===== src/rtl/spix_pkg.sv =====
// Shared definitions for the burst SPI register bank: opcodes, FSM encoding
// and a ceiling-log2 helper used to size counters.
package spix_pkg;

    localparam logic [1:0] OP_NOP   = 2'b00;
    localparam logic [1:0] OP_READ  = 2'b01;
    localparam logic [1:0] OP_WRITE = 2'b10;
    localparam logic [1:0] OP_ILL   = 2'b11;

    typedef enum logic [2:0] {
        ST_IDLE  = 3'd0,
        ST_OPC   = 3'd1,
        ST_ADDR  = 3'd2,
        ST_WDATA = 3'd3,
        ST_RDATA = 3'd4,
        ST_DRAIN = 3'd5
    } state_t;

    // Number of bits needed to hold values 0..n-1 (never less than 1).
    function automatic int clogb2(input int n);
        int r;
        r = 1;
        for (int i = 1; i < 32; i++) begin
            if ((32'd1 << i) < n) begin
                r = i + 1;
            end
        end
        return r;
    endfunction

endpackage


===== src/rtl/spix_dout_shifter.sv =====
// MISO output shifter: parallel load or shift-left, with the outgoing MSB
// held in its own flop so the pad sees a registered value on the same edge
// the word is loaded.
module spix_dout_shifter #(
    parameter int SWORD = 8
) (
    input  logic             i_clk,
    input  logic             i_rst,
    input  logic             i_load,
    input  logic             i_shift,
    input  logic [SWORD-1:0] i_load_val,
    output logic             o_dout
);

    logic [SWORD-1:0] r_sh;
    logic             r_dout;

    // Load has priority over shift; the output flop tracks the new MSB.
    always_ff @(posedge i_clk or posedge i_rst) begin
        if (i_rst) begin
            r_sh   <= '0;
            r_dout <= 1'b0;
        end else if (i_load) begin
            r_sh   <= i_load_val;
            r_dout <= i_load_val[SWORD-1];
        end else if (i_shift) begin
            r_sh   <= {r_sh[SWORD-2:0], 1'b0};
            r_dout <= r_sh[SWORD-2];
        end else begin
            r_sh   <= r_sh;
            r_dout <= r_dout;
        end
    end

    assign o_dout = r_dout;

endmodule


===== src/rtl/spix_regbank_burst.sv =====
// SPI-slave register bank with burst auto-increment, per-word write/read
// strobes and a sticky frame-error flag. Single clock domain (SPI CLK).
module spix_regbank_burst
    import spix_pkg::*;
#(
    parameter int REGISTERS = 8,
    parameter int INPUTS    = 6,
    parameter int SWORD     = 8,
    parameter int AW        = 3,
    parameter int BURST     = 1
) (
    input  logic                       CLK,
    input  logic                       RST,
    input  logic                       CEB,
    input  logic                       DATA,
    output logic                       DOUT_DAT,
    output logic                       DOUT_EN,
    output logic [REGISTERS*SWORD-1:0] R,
    output logic [REGISTERS-1:0]       WSTB,
    input  logic [INPUTS*SWORD-1:0]    RD,
    output logic [INPUTS-1:0]          RSTB,
    output logic                       ERR
);

    localparam int MAXW = (AW > SWORD) ? AW : SWORD;
    localparam int CW   = clogb2(MAXW);

    state_t           r_state;
    state_t           w_next;
    logic [CW-1:0]    r_cnt;
    logic             r_opc;
    logic [AW-1:0]    r_addr;
    logic [SWORD-1:0] r_wsh;
    logic [SWORD-1:0] r_regs [REGISTERS];
    logic [REGISTERS-1:0] r_wstb;
    logic [INPUTS-1:0]    r_rstb;
    logic                 r_err;

    logic [SWORD-1:0] w_rd_words [INPUTS];
    logic [1:0]       w_opcode;
    logic [AW:0]      w_addr_sh;
    logic [AW-1:0]    w_addr_full;
    logic [AW-1:0]    w_next_addr;
    logic [SWORD-1:0] w_word;
    logic             w_last_addr;
    logic             w_last_bit;
    logic             w_ld;
    logic             w_sh;
    logic             w_rd_req;
    logic [AW-1:0]    w_rd_addr;
    logic             w_rd_ok;
    logic [SWORD-1:0] w_ld_val;
    logic             w_wr;
    logic             w_wr_ok;
    logic             w_dout;

    genvar gi;
    generate
        for (gi = 0; gi < INPUTS; gi++) begin : g_rd
            assign w_rd_words[gi] = RD[(gi+1)*SWORD-1 -: SWORD];
        end
        for (gi = 0; gi < REGISTERS; gi++) begin : g_r
            assign R[(gi+1)*SWORD-1 -: SWORD] = r_regs[gi];
        end
    endgenerate

    // The address including the bit sampled on the current edge.
    assign w_opcode    = {r_opc, DATA};
    assign w_addr_sh   = {r_addr, DATA};
    assign w_addr_full = w_addr_sh[AW-1:0];
    assign w_next_addr = (BURST != 0) ? (r_addr + AW'(1)) : r_addr;
    assign w_word      = {r_wsh[SWORD-2:0], DATA};
    assign w_last_addr = (r_cnt == CW'(AW - 1));
    assign w_last_bit  = (r_cnt == CW'(SWORD - 1));
    assign w_rd_ok     = w_rd_req && (int'(w_rd_addr) < INPUTS);
    assign w_ld_val    = w_rd_ok ? w_rd_words[w_rd_addr] : '0;
    assign w_wr_ok     = w_wr && (int'(r_addr) < REGISTERS);

    // FSM state register.
    always_ff @(posedge CLK or posedge RST) begin
        if (RST) begin
            r_state <= ST_IDLE;
        end else begin
            r_state <= w_next;
        end
    end

    // FSM next state: CEB high always returns to IDLE.
    always_comb begin
        w_next = r_state;
        if (CEB) begin
            w_next = ST_IDLE;
        end else begin
            case (r_state)
                ST_IDLE: w_next = ST_OPC;
                ST_OPC: begin
                    if (w_opcode == OP_READ || w_opcode == OP_WRITE) begin
                        w_next = ST_ADDR;
                    end else begin
                        w_next = ST_DRAIN;
                    end
                end
                ST_ADDR: begin
                    if (w_last_addr) begin
                        w_next = r_opc ? ST_WDATA : ST_RDATA;
                    end else begin
                        w_next = ST_ADDR;
                    end
                end
                ST_WDATA: w_next = ST_WDATA;
                ST_RDATA: w_next = ST_RDATA;
                ST_DRAIN: w_next = ST_DRAIN;
                default:  w_next = ST_IDLE;
            endcase
        end
    end

    // FSM outputs: shifter load/shift, readout address, write completion.
    always_comb begin
        w_ld      = 1'b0;
        w_sh      = 1'b0;
        w_rd_req  = 1'b0;
        w_rd_addr = '0;
        w_wr      = 1'b0;
        if (CEB) begin
            w_ld = 1'b1;            // loads zero: clears the shifter
        end else begin
            case (r_state)
                ST_ADDR: begin
                    if (w_last_addr && !r_opc) begin
                        w_ld      = 1'b1;
                        w_rd_req  = 1'b1;
                        w_rd_addr = w_addr_full;
                    end else begin
                        w_ld = 1'b0;
                    end
                end
                ST_RDATA: begin
                    if (w_last_bit) begin
                        w_ld      = 1'b1;
                        w_rd_req  = 1'b1;
                        w_rd_addr = w_next_addr;
                    end else begin
                        w_sh = 1'b1;
                    end
                end
                ST_WDATA: w_wr = w_last_bit;
                default:  w_ld = 1'b0;
            endcase
        end
    end

    // Datapath: bit counter, opcode/address/write shifters, registers, strobes, error.
    always_ff @(posedge CLK or posedge RST) begin
        if (RST) begin
            r_cnt  <= '0;
            r_opc  <= 1'b0;
            r_addr <= '0;
            r_wsh  <= '0;
            r_wstb <= '0;
            r_rstb <= '0;
            r_err  <= 1'b0;
            for (int i = 0; i < REGISTERS; i++) begin
                r_regs[i] <= '0;
            end
        end else begin
            r_wstb <= '0;
            r_rstb <= '0;
            if (CEB) begin
                r_cnt  <= '0;
                r_opc  <= 1'b0;
                r_addr <= '0;
                r_wsh  <= '0;
                // Frame ended inside a write word: the partial word is dropped.
                if (r_state == ST_WDATA && r_cnt != '0) begin
                    r_err <= 1'b1;
                end
            end else begin
                case (r_state)
                    ST_IDLE: begin
                        r_opc <= DATA;
                        r_cnt <= '0;
                    end
                    ST_OPC: begin
                        r_cnt <= '0;
                        if (w_opcode == OP_ILL) begin
                            r_err <= 1'b1;
                        end else if (w_opcode == OP_NOP) begin
                            r_err <= 1'b0;
                        end
                    end
                    ST_ADDR: begin
                        r_addr <= w_addr_full;
                        r_cnt  <= w_last_addr ? '0 : r_cnt + CW'(1);
                    end
                    ST_WDATA: begin
                        if (w_last_bit) begin
                            r_cnt  <= '0;
                            r_wsh  <= '0;
                            r_addr <= w_next_addr;
                            if (w_wr_ok) begin
                                r_regs[r_addr] <= w_word;
                                r_wstb[r_addr] <= 1'b1;
                            end
                        end else begin
                            r_cnt <= r_cnt + CW'(1);
                            r_wsh <= w_word;
                        end
                    end
                    ST_RDATA: begin
                        if (w_last_bit) begin
                            r_cnt  <= '0;
                            r_addr <= w_next_addr;
                        end else begin
                            r_cnt <= r_cnt + CW'(1);
                        end
                    end
                    default: r_cnt <= r_cnt;
                endcase
                if (w_rd_ok) begin
                    r_rstb[w_rd_addr] <= 1'b1;
                end
            end
        end
    end

    spix_dout_shifter #(.SWORD(SWORD)) u_dout (
        .i_clk      (CLK),
        .i_rst      (RST),
        .i_load     (w_ld),
        .i_shift    (w_sh),
        .i_load_val (w_ld_val),
        .o_dout     (w_dout)
    );

    assign DOUT_DAT = w_dout;
    assign DOUT_EN  = (r_state == ST_RDATA) && !CEB;
    assign WSTB     = r_wstb;
    assign RSTB     = r_rstb;
    assign ERR      = r_err;

endmodule

===== config.mk =====
export PLATFORM = sky130hd
export DESIGN_NAME = spix_regbank_burst
export DESIGN_NICKNAME = d
export VERILOG_FILES = /design/src/rtl/spix_pkg.sv /design/src/rtl/spix_dout_shifter.sv /design/src/rtl/spix_regbank_burst.sv
export SDC_FILE = /design/constraint.sdc
export NUM_CORES = 1
export LEC_CHECK = 0
export ABC_AREA = 0
export CORE_ASPECT_RATIO = 1.2
export CORE_MARGIN = 2
export CORE_UTILIZATION = 38
export CTS_CLUSTER_SIZE = 16
export DETAILED_ROUTE_END_ITERATION = 10
export GPL_TIMING_DRIVEN = 0
export PLACE_DENSITY = 0.65
export SLEW_MARGIN = 20
export SYNTH_ARGS = -nofsm -noshare
export SYNTH_HDL_FRONTEND = slang
export SYNTH_SLANG_ARGS = --single-unit

===== constraint.sdc =====
create_clock -name CLK -period 4.15 [get_ports CLK]
set_clock_uncertainty 0.1 [all_clocks]
set_input_delay 0.6225 -clock CLK [delete_from_list [all_inputs] [get_ports CLK]]
set_output_delay 0.6225 -clock CLK [all_outputs]
set_load 0.02 [all_outputs]

## Yosys cells after proc, flatten, opt, wreduce, memory -nomap -nowiden

Index checks and enable logic that the tools add are counted.

| cells by class | value |
|---|---|
| add/subtract/negate cells | 2 |
| $lt $le $gt $ge | 8 |
| eq/ne operators | 12 |
| multiplexer cells | 57 |
| bitwise gates (word level) | 3 |
| reduce and logical (&&, ||, !) cells | 25 |

Operators by type and width:

| kind | number |
|---|---|
| bitwise mux 64 bit | 1 |
| 2-to-1 mux 8 bit | 8 |
| 2-to-1 mux 3 bit | 12 |
| 2-to-1 mux 7 bit | 5 |
| binary-select mux 8 bit (select 3 bit) | 1 |
| demux 8 bit (select 3 bit) | 1 |
| 2-to-1 mux 1 bit | 20 |
| case mux 3 bit (6 select lines) | 1 |
| 2-to-1 mux 6 bit | 2 |
| case mux 3 bit (2 select lines) | 2 |
| equality test 3 x 2 -> 1 bit (second input constant) | 3 |
| equality test 3 bit (second input constant) | 3 |
| case mux 3 bit (3 select lines) | 1 |
| nonzero test 3 bit | 3 |
| greater-or-equal comparator 4 bit (second input constant) | 2 |
| < comparator 3 x 4 -> 1 bit (second input constant) | 2 |
| NOT 3 -> 4 bit | 2 |
| nonzero test 2 bit | 4 |
| logical AND 1 bit | 7 |
| adder 3 x 1 -> 3 bit (second input constant) | 2 |
| demux 1 bit (select 3 bit) | 2 |
| greater-or-equal comparator 3 x 1 -> 1 bit (second input constant) | 2 |
| equality test 2 bit (second input constant) | 2 |
| < comparator 4 x 1 -> 1 bit (second input constant) | 1 |
| other kinds (16) | 18 |

| word-level totals | value |
|---|---|
| bits in registers | 104 |
| bits of input ports | 52 |
| output and inout bits | 81 |
| logic and storage cells | 125 |

## Logic depth before layout (Yosys ltp)

Gate-level depths: netlist of run 1.

| logic depth | value |
|---|---|
| word-level depth | 11 |
| gate-level depth with buffers | 11 |
| depth with buffers taken out | 8 |

## Modules after synthesis

From an unflattened synthesis of run 1, not the netlist that was laid out.

| unflattened totals | value |
|---|---|
| cell total of the unflattened synthesis | 427 |
| area, all modules | 4956.0 µm² |

By module, submodules not included:

| module | times used | cells each | area each (µm²) | seq. area each (µm²) |
|---|---|---|---|---|
| spix_regbank_burst | 1 | 392 | 4583.1 | 2402.3 |
| spix_dout_shifter | 1 | 35 | 372.9 | 200.2 |

## Worst setup path after synthesis of run 1

OpenSTA, ideal clock, no wires.

| path | value |
|---|---|
| path type | flip-flop to flip-flop |
| from | register r_cnt[0] |
| to | register u_dout.r_sh[1] |
| setup time | 0.124 ns |
| arrival | 2.159 ns |
| required time | 3.926 ns |
| setup slack | 1.768 ns |
| stages on the path, launching flop included | 12 |
| buffers on the path | 3 |
| clock period less this slack | 2.382 ns |
| cell sequence | dfrtp_1 ha_1 ha_1 and4bb_4 a32o_1 buf_6 nand2b_1 buf_6 buf_6 mux2i_1 o221ai_1 o2bb2ai_1 |

| between the ends | value |
|---|---|
| word-level cells in the longest chain between the ends | 11 |
| elaborated cells between the ends (all ways) | 24 |
| classes of those cells | order compare: 1; eq/ne: 2; mux: 17; bitwise: 1; reduce/logical: 3 |

RTL lines:

| what | line | source |
|---|---|---|
| from (decl) | spix_regbank_burst.sv:30 | `logic [CW-1:0] r_cnt;` |
| from (signal assigned) | spix_regbank_burst.sv:194 | `r_cnt <= w_last_addr ? '0 : r_cnt + CW'(1);` |
| from (signal assigned) | spix_regbank_burst.sv:206 | `r_cnt <= r_cnt + CW'(1);` |
| from (signal assigned) | spix_regbank_burst.sv:215 | `r_cnt <= r_cnt + CW'(1);` |
| equality test 3 x 2 -> 1 bit | spix_regbank_burst.sv:73 | `assign w_last_addr = (r_cnt == CW'(AW - 1));` |
| logical AND 1 bit | spix_regbank_burst.sv:130 | `if (w_last_addr && !r_opc) begin` |
| 2-to-1 mux 3 bit | spix_regbank_burst.sv:130 |  |
| case mux 3 bit (2 select lines) | spix_regbank_burst.sv:128 | `case (r_state)` |
| 2-to-1 mux 3 bit | spix_regbank_burst.sv:125 | `if (CEB) begin` |
| NOT 3 -> 4 bit (implied by the code) | spix_regbank_burst.sv:76 | `assign w_ld_val = w_rd_ok ? w_rd_words[w_rd_addr] : '0;` |
| binary-select mux 8 bit (select 3 bit) | spix_regbank_burst.sv:76 |  |
| 2-to-1 mux 8 bit (implied by the code) (2 in a row) | spix_regbank_burst.sv:76 |  |
| 2-to-1 mux 8 bit | spix_regbank_burst.sv:76 |  |
| 2-to-1 mux 7 bit | spix_dout_shifter.sv:23 | `end else if (i_load) begin` |
| to (signal assigned) | spix_dout_shifter.sv:24 | `r_sh <= i_load_val;` |
| to (signal assigned) | spix_dout_shifter.sv:27 | `r_sh <= {r_sh[SWORD-2:0], 1'b0};` |
| to (signal assigned) | spix_dout_shifter.sv:30 | `r_sh <= r_sh;` |
| to (decl) | spix_dout_shifter.sv:15 | `logic [SWORD-1:0] r_sh;` |

Parallel ways exist; a longest one is shown, timed or not. The select of a mux whose other input is x is not followed.
A chain may end at the register's enable or synchronous reset.

## Worst setup path after layout of run 1

| path | value |
|---|---|
| from | input CEB |
| to | output DOUT_EN |

| between the ends | value |
|---|---|
| word-level cells in the longest chain between the ends | 2 |

RTL lines:

| what | line | source |
|---|---|---|
| from (decl) | spix_regbank_burst.sv:14 | `input logic CEB,` |
| logical NOT 1 bit | spix_regbank_burst.sv:237 | `assign DOUT_EN = (r_state == ST_RDATA) && !CEB;` |
| logical AND 1 bit | spix_regbank_burst.sv:237 |  |
| to (decl) | spix_regbank_burst.sv:17 | `output logic DOUT_EN,` |

Every way passes these cells.

==> impl_metrics.json, run 1 <==
{
  "status": "complete, no violations",
  "grt_overflow": 0,
  "cts_resized": 0,
  "p_total_mw": 2.18,
  "end_kind": "output pin",
  "critical_path.slowest_cell": "clkdlybuf4s50_1",
  "grt_pass1_vias": 3669,
  "combPwrFrac_pct": 12.3,
  "place_congestion": 0.868,
  "yosys.area.top_type_share_pct": 53.5,
  "drtPass1Iterations": 4,
  "n_fill_cell": 1085,
  "switchingPower_uw": 552,
  "drt_iter0_markers": 159,
  "areaGrowthSynthToFinish_pct": 38.0,
  "pwr-share-clk_pct": 39.2,
  "syn-num-nets": 470,
  "cap_violations": 0,
  "crit_fanout": 10,
  "yosysWarnings": 0,
  "post-route-min-period_ns": 3.23,
  "grt_util_met2_pct": 30.2,
  "arrival_ns": 2.51,
  "antenna_left": 0,
  "top_usage_layer": "met2",
  "grt_util_met3_pct": 3.05,
  "nets": 613,
  "yosysUniqueCellTypes": 50,
  "h-tree-depth": 3,
  "hold_buffers": 0,
  "slew_headroom_pct": 58.1,
  "cts_tree": "built",
  "antenna_found_initial": 0,
  "ios": 133,
  "vias": 3633,
  "wire_per_inst_um": 15.7,
  "clock-sinks": 104,
  "setup_violations": 0,
  "layout_commonest_cell": "clkdlybuf4s50_1",
  "worst_slew_pin_slew_ns": 0.627,
  "antenna_cells": 0,
  "drc_errors": 0,
  "avgViaCountPerCell": 5.02,
  "drive_above_1_share_pct": 17.0,
  "cp-start-kind": "primary input",
  "required_ns": 3.43,
  "final_util_pct": 53.5,
  "rsz0062_at_grt": "no",
  "holdWs_ns": 0.393,
  "fin_cells": 723,
  "dieWidth_um": 107,
  "synth.cell_area_um2": 4870,
  "async_flop_share_pct": 100,
  "period_share_pct": 77.8,
  "insertion_delay_ns": 0.34,
  "core-area_um2": 12600,
  "yosysSeqAreaShare_pct": 53.5,
  "synth_edf_count": 0,
  "layout_common_cells": "131 x clkdlybuf4s50_1, 104 x dfrtp_1, 62 x mux2_2",
  "worstPathCellList": "clkbuf_1 > clkbuf_1 > clkbuf_1 > nor2_1 > clkdlybuf4s50_1",
  "cts_buffer_depth": 2,
  "p_seq_share_pct": 48.5,
  "yosysTopAreaCell": "dfrtp_1",
  "dp.cells": 707,
  "grt_max_degree": 68,
  "leakage_nw": 3.07,
  "met1_usage_pct": 21.0,
  "die_area_um2": 13700,
  "wirelength_um": 11400,
  "p_int_mw": 1.62,
  "die_y_um": 128,
  "clkTransAtPathRegs_ns": 0.07,
  "synth.area.top_cells": "dfrtp_1 53%, mux2_2 14%, mux2i_1 4.9%",
  "crit_top_cell": "clkbuf_1",
  "cts_buffers": 9,
  "rows": 45,
  "clockRootBuffer": "clkbuf_16",
  "max_freq_mhz": 310,
  "hold_class": "reg2reg",
  "slowest_delay_ns": 0.57,
  "slew_violations": 0,
  "powerDensity_nw_per_um2": 324,
  "synthFlopType": "dfrtp_1",
  "synth_cells": 411,
  "worst-setup-path-type": "in2out",
  "grt_usage_pct": 17.1,
  "swShare_pct": 25.4,
  "syn_avg_cell_area_um2": 11.8,
  "cts_setup_buffers": 0,
  "portBuffers": 131,
  "seqCellArea_um2": 2600,
  "ys_ff_latch": 104,
  "grt_pass1_wl_um": 18500,
  "multiInputGateArea_um2": 2060,
  "finalHoldViolations": 0,
  "start_util_pct": 38.8,
  "peakVddDrop_mv": 0.170,
  "hpwl_um": 8570
}
==> per-layer routing <==
layer | up-vias | share of wire (%)
met1 | 1748 | 43
met2 | 124 | 51
li1 | 1750 | -
met4 | 0 | 1.4
met5 | - | 0
met3 | 11 | 5.6
==> logic make-up after synthesis <==
logic type                 Yosys count  synth area share (%)
adders and majority gates            7                  1.80
buffers and inverters               44                  4.14
AOI/OAI and AO/OA                   80                  10.7
xor gates and xnor gates             1                 0.180
and+or+nand+nor                     89                  10.5
DFF                                104                  53.5
muxes                               86                  19.3
==> worst max-delay path: cells and delay by family <==
kind	cells	cell delay, ns
buf+inv	4	1.74
simple gates	1	0.13
==> synth_stat cells (all sizes together) (2+ instances only) <==
cell,count
a21o,6
ha,7
dfrtp,104
o221ai,5
nand3,3
nand4b,2
nand2,16
buf,11
a311oi,2
mux2i,24
inv,15
nor2b,5
a22o,2
clkbuf,18
nand3b,2
and2,2
a32o,2
nand2b,4
o2bb2ai,5
a21oi,30
mux2,62
a2111oi,2
nor2,30
o21ai,16
nor3b,15
nor3,5
==> metrics by stage <==
stage	instance area, um^2	setup TNS [ns]	setup slack (ns)
6_report	6720	0	0.920
2_1_floorplan	4870	0	0.695
4_1_cts	6720	0	0.930
5_1_grt	6720	0	0.786
3_3_place_gp	6380	-71.87	-0.699
3_5_place_dp	6420	0	0.928
==> power by group through the flow <==
stage	sequential, mW	clock [mW]	combinational [mW]
floorplan	1.07	0	0.155
global placement	1.07	0	0.260
detailed placement	1.07	0	0.267
CTS	1.05	0.872	0.269
global route	1.06	0.919	0.300
finish	1.05	0.854	0.268
==> area by class of cell <==
| class | count | share of cell area (%) |
|---|---|---|
| Clock inverter | 7 | 1.15 |
| Buffer | 29 | 2.16 |
| Multi-Input combinational cell | 263 | 30.7 |
| Sequential cell | 104 | 38.7 |
| Timing Repair Buffer | 132 | 19.9 |
| Inverter | 15 | 0.912 |
| Tap cell | 164 | 3.05 |
| Clock buffer | 9 | 3.35 |
==> flip-flops by register name, summed over array words and instances, names as in the netlist <==
signal,count
ERR,1
R,64
RSTB,6
WSTB,8
r_addr,3
r_cnt,3
r_opc,1
r_state,3
r_wsh,7
u_dout.o_dout,1
u_dout.r_sh,7
==> worst paths after layout <==
kind	from	to	slack, ns	depth (start not counted)
max	CEB	DOUT_EN	0.92	5
min	R[24]	R[24]	0.39	2
max reg2reg	r_cnt[0]	u_dout.r_sh[1]	1.52	11
min reg2reg	R[24]	R[24]	0.39	2
max in group asynchronous	RST	WSTB[0]	2.78	3
min in group asynchronous	RST	R[41]	0.53	2
Note: power is estimated with default switching activity, not from simulation.
==> run 2, diff against run 1 <==
Clock period 4.15 ns to 3.4 ns, I/O delays scaled along.
==> results of run 2 <==
The final DEF is identical to that of run 1. Status: complete, no violations.
Among the figures that moved: setup slack after placement 0.928 ns -> 0.403 ns; setup slack after layout 0.920 ns -> 0.395 ns; register-to-register setup slack 1.52 ns -> 0.77 ns; total power 2.18 mW -> 2.66 mW; worst IR drop on VDD 0.170 mV -> 0.207 mV
==> variant (settings of run 1) <==
Register the inputs `CEB`, `DATA` and `RD` before use, cleared by the reset. The logic sees them one clock later.
--- a/src/rtl/spix_regbank_burst.sv
+++ b/src/rtl/spix_regbank_burst.sv
@@ -25,6 +25,22 @@
     localparam int MAXW = (AW > SWORD) ? AW : SWORD;
     localparam int CW   = clogb2(MAXW);
 
+    logic CEB_q;
+    logic DATA_q;
+    logic [INPUTS*SWORD-1:0] RD_q;
+
+    always_ff @(posedge CLK or posedge RST) begin
+        if (RST) begin
+            CEB_q  <= '0;
+            DATA_q <= '0;
+            RD_q   <= '0;
+        end else begin
+            CEB_q  <= CEB;
+            DATA_q <= DATA;
+            RD_q   <= RD;
+        end
+    end
+
     state_t           r_state;
     state_t           w_next;
     logic [CW-1:0]    r_cnt;
@@ -57,7 +73,7 @@
     genvar gi;
     generate
         for (gi = 0; gi < INPUTS; gi++) begin : g_rd
-            assign w_rd_words[gi] = RD[(gi+1)*SWORD-1 -: SWORD];
+            assign w_rd_words[gi] = RD_q[(gi+1)*SWORD-1 -: SWORD];
         end
         for (gi = 0; gi < REGISTERS; gi++) begin : g_r
             assign R[(gi+1)*SWORD-1 -: SWORD] = r_regs[gi];
@@ -65,11 +81,11 @@
     endgenerate
 
     // The address including the bit sampled on the current edge.
-    assign w_opcode    = {r_opc, DATA};
-    assign w_addr_sh   = {r_addr, DATA};
+    assign w_opcode    = {r_opc, DATA_q};
+    assign w_addr_sh   = {r_addr, DATA_q};
     assign w_addr_full = w_addr_sh[AW-1:0];
     assign w_next_addr = (BURST != 0) ? (r_addr + AW'(1)) : r_addr;
-    assign w_word      = {r_wsh[SWORD-2:0], DATA};
+    assign w_word      = {r_wsh[SWORD-2:0], DATA_q};
     assign w_last_addr = (r_cnt == CW'(AW - 1));
     assign w_last_bit  = (r_cnt == CW'(SWORD - 1));
     assign w_rd_ok     = w_rd_req && (int'(w_rd_addr) < INPUTS);
@@ -88,7 +104,7 @@
     // FSM next state: CEB high always returns to IDLE.
     always_comb begin
         w_next = r_state;
-        if (CEB) begin
+        if (CEB_q) begin
             w_next = ST_IDLE;
         end else begin
             case (r_state)
@@ -122,7 +138,7 @@
         w_rd_req  = 1'b0;
         w_rd_addr = '0;
         w_wr      = 1'b0;
-        if (CEB) begin
+        if (CEB_q) begin
             w_ld = 1'b1;            // loads zero: clears the shifter
         end else begin
             case (r_state)
@@ -166,7 +182,7 @@
         end else begin
             r_wstb <= '0;
             r_rstb <= '0;
-            if (CEB) begin
+            if (CEB_q) begin
                 r_cnt  <= '0;
                 r_opc  <= 1'b0;
                 r_addr <= '0;
@@ -178,7 +194,7 @@
             end else begin
                 case (r_state)
                     ST_IDLE: begin
-                        r_opc <= DATA;
+                        r_opc <= DATA_q;
                         r_cnt <= '0;
                     end
                     ST_OPC: begin
@@ -234,7 +250,7 @@
     );
 
     assign DOUT_DAT = w_dout;
-    assign DOUT_EN  = (r_state == ST_RDATA) && !CEB;
+    assign DOUT_EN  = (r_state == ST_RDATA) && !CEB_q;
     assign WSTB     = r_wstb;
     assign RSTB     = r_rstb;
     assign ERR      = r_err;
Behaviour: not the same (Yosys sat finds a counterexample within 4 cycles, from zero or initial values and one cycle with RST high).
==> variant against run 1 <==
Global-route usage grew 0.28 points. Count of clock-buffer cells in the layout grew 14. Power grew 62%. Design area grew 27%. Worst setup slack lost 530 ps. Wire length grew 28%. Synthesized area grew 27%. Sequential cell count grew 50. First-iteration DRC count grew 60%. Non-clock buffer count grew 6. Combinational power grew 11%. Largest power group is now the clock network.
==> variant: results (changes against run 1) <==
Outcome
The run finished with clean final reports.

Synthesis
The main flop type after synthesis is sky130_fd_sc_hd__dfrtp_1. Sorting the synthesized cells by area gives the leading types as sky130_fd_sc_hd__dfrtp_1 (62%), sky130_fd_sc_hd__mux2_2 (13%), sky130_fd_sc_hd__a211oi_1 (1.8%). The share of async-settable or async-resettable flops after synthesis is 1.000 (unchanged). The number of different library cells in the post-synthesis netlist was 53 (+6.0%). The total nets after synthesis is 535 (+14%). The yosys synthesis warning count is 0 (unchanged). After synthesis, the most frequently instantiated cells are sky130_fd_sc_hd__dfrtp_1 (154), sky130_fd_sc_hd__mux2_2 (71), sky130_fd_sc_hd__nor2_1 (24). The part of the Yosys area used for sequential elements is 0.6229 (+0.08828).

Routing
The routed via count divided by cell count is 5.164 (+2.8%). The number of search-and-repair iterations in the first detailed-routing pass came to 4 (unchanged). The violation count after the first detailed-route iteration is 254 (+60%). The wire length per cell after detailed routing is 16.97 µm (+8.0%).

Layout
The number of flip-flops under the largest register name came to 64 (unchanged). The net count of the finished layout is 690 (+13%). The total inserted antenna cells is 0 (unchanged). The layout filler cell count is 1,393 (+28%). The share of post-route cells with drive strength above 1 was 0.1786 (+0.008625).

Hold path
The hold-critical path endpoint is R[16]. The min-delay analysis places its worst path in the category flop to flop. The hold path depth is 2 (unchanged). The startpoint identified for the worst hold timing path is R[16].

Pwr
The leakage component of the power was 3.750 nW (+22%). The largest vdd supply drop is 0.2904 mV (+71%). The internal power is 2.725 mW (+68%).

Place
The total placed instance area came to 7865 µm² (+23%). The HPWL after detailed placement is 10,520 µm (+23%). The global placement routability congestion is 0.8387 (-3.4%).

The total of buffers placed on input and output ports was 132 (+0.76%).

Critical path
The cell at the slowest stage of the critical path is sky130_fd_sc_hd__clkdlybuf4s50_1. The data arrival time at the worst-slack endpoint is 3040 ps (+530 ps). The length in cells of the worst reg-to-reg path is 9 (-2). The worst-case register-to-register setup slack is 1110 ps (-410 ps). The worst reg2reg path endpoint is u_dout.r_sh[1]. The launching point of the worst reg2reg path is r_cnt[0]. The worst stage delay on the critical path is 560 ps. Broken down by cell family, the worst path's largest delay share belongs to buffers and inverters.

Clocking
The clock transition at the registers of the reported paths is around 60 ps. The number of buffers on the longest clock path is 2 (unchanged). The count of buffers added by post-CTS timing repair for setup is 0 (unchanged). The deepest level of the CTS H-tree is 4 (+1). The cell at the root of the clock tree is sky130_fd_sc_hd__clkbuf_16.

The latest clock arrival within the worst-skew pair came to 420 ps (+80 ps). The TritonCTS buffer count is 17 (+8).

Global route
The global-route track usage on met2 was 0.2938 (-0.007778). The largest net degree at the start of global routing was 38 (-44%). The global-route total usage across every layer is 0.1736 (+0.002825).

The global-route wire length before repair is 23,180 µm (+25%). The initial antenna violation count came to 0 (unchanged). The met3 global-route usage is 0.04762 (+0.01712).

The met1 track demand over resource in global routing is 0.2091 (-0.001365). The number of global-route vias before repair is 4,502 (+23%).

STA
The hold slack came to 390.6 ps (-2.736 ps). The remaining max-slew budget at the tightest pin is 0.4036 (-0.1775).
[variant: cell count changes after synthesis, sizes merged, moves of 6 or more]
cell    change
a21oi      -10
and4b       +6
o211ai      +9
dfrtp      +50
mux2i      -21
and3        +8
mux2       +10
a211oi     +14
[variant: worst max-delay path by stage]
stage                     start  endpoint  slack (ps)  cells after the start
after floorplan             RST     CEB_q        1480                      1
after global placement      RST   RD_q[3]         320                      2
after detailed placement  CEB_q   DOUT_EN         810                      6
after CTS                 CEB_q   DOUT_EN         340                      6
after global routing      CEB_q   DOUT_EN         160                      6
final                     CEB_q   DOUT_EN         390                      6
[variant: cells by family after synthesis]
| kind of cell | share of synthesized area |
|---|---|
| flip-flops | 0.6229 |
| buffers and inverters | 0.02831 |
| AO/OA/AOI/OAI | 0.09161 |
| adder cells (fa/ha/maj) | 0.01416 |
| AND/OR/NAND/NOR | 0.1044 |
| multiplexers | 0.1359 |
| XOR/XNOR | 0.002832 |
[variant: layer usage]
layer | up-vias | share of wire
met3 | 25 | 0.060
met1 | 2202 | 0.42
met5 | - | 0
met2 | 171 | 0.50
li1 | 2022 | -
met4 | 0 | 0.017
[variant: power groups by stage]
stage	Clock [mW]	Sequential [mW]	Combinational, mW
detailed placement	0	1.60	0.297
CTS	1.68	1.57	0.298
floorplan	0	1.59	0.173
global route	1.75	1.58	0.331
finish	1.65	1.57	0.297
global placement	0	1.60	0.281
[variant: stage by stage]
step / std cells / setup slack (ps) / util
2_1_floorplan: 476 / 1483 / -
5_1_grt: 856 / 158.3 / 0.5288
3_3_place_gp: 820 / 321.8 / 0.4837
4_1_cts: 856 / 344.4 / 0.5288
6_report: 856 / 387.1 / 0.5288
3_5_place_dp: 824 / 811.8 / 0.4891
[variant: cell type report]
type,count,share of cell area
Buffer,31,0.01486
Clock buffer,23,0.05621
Clock inverter,9,0.01883
Inverter,13,0.006180
Multi-Input combinational cell,278,0.2538
Sequential cell,154,0.4532
Tap cell,212,0.03119
Timing Repair Buffer,136,0.1657
[variant: worst reg2reg max path: stages (launching register included)]
cell and delay [ps]:
sky130_fd_sc_hd__dfrtp_1 410, sky130_fd_sc_hd__inv_1 90, sky130_fd_sc_hd__ha_1 210, sky130_fd_sc_hd__or3b_1 420, sky130_fd_sc_hd__o22ai_1 440, sky130_fd_sc_hd__buf_2 340, sky130_fd_sc_hd__nand2_1 160, sky130_fd_sc_hd__clkbuf_1 310
sky130_fd_sc_hd__a211oi_1 360, sky130_fd_sc_hd__a211oi_1 80
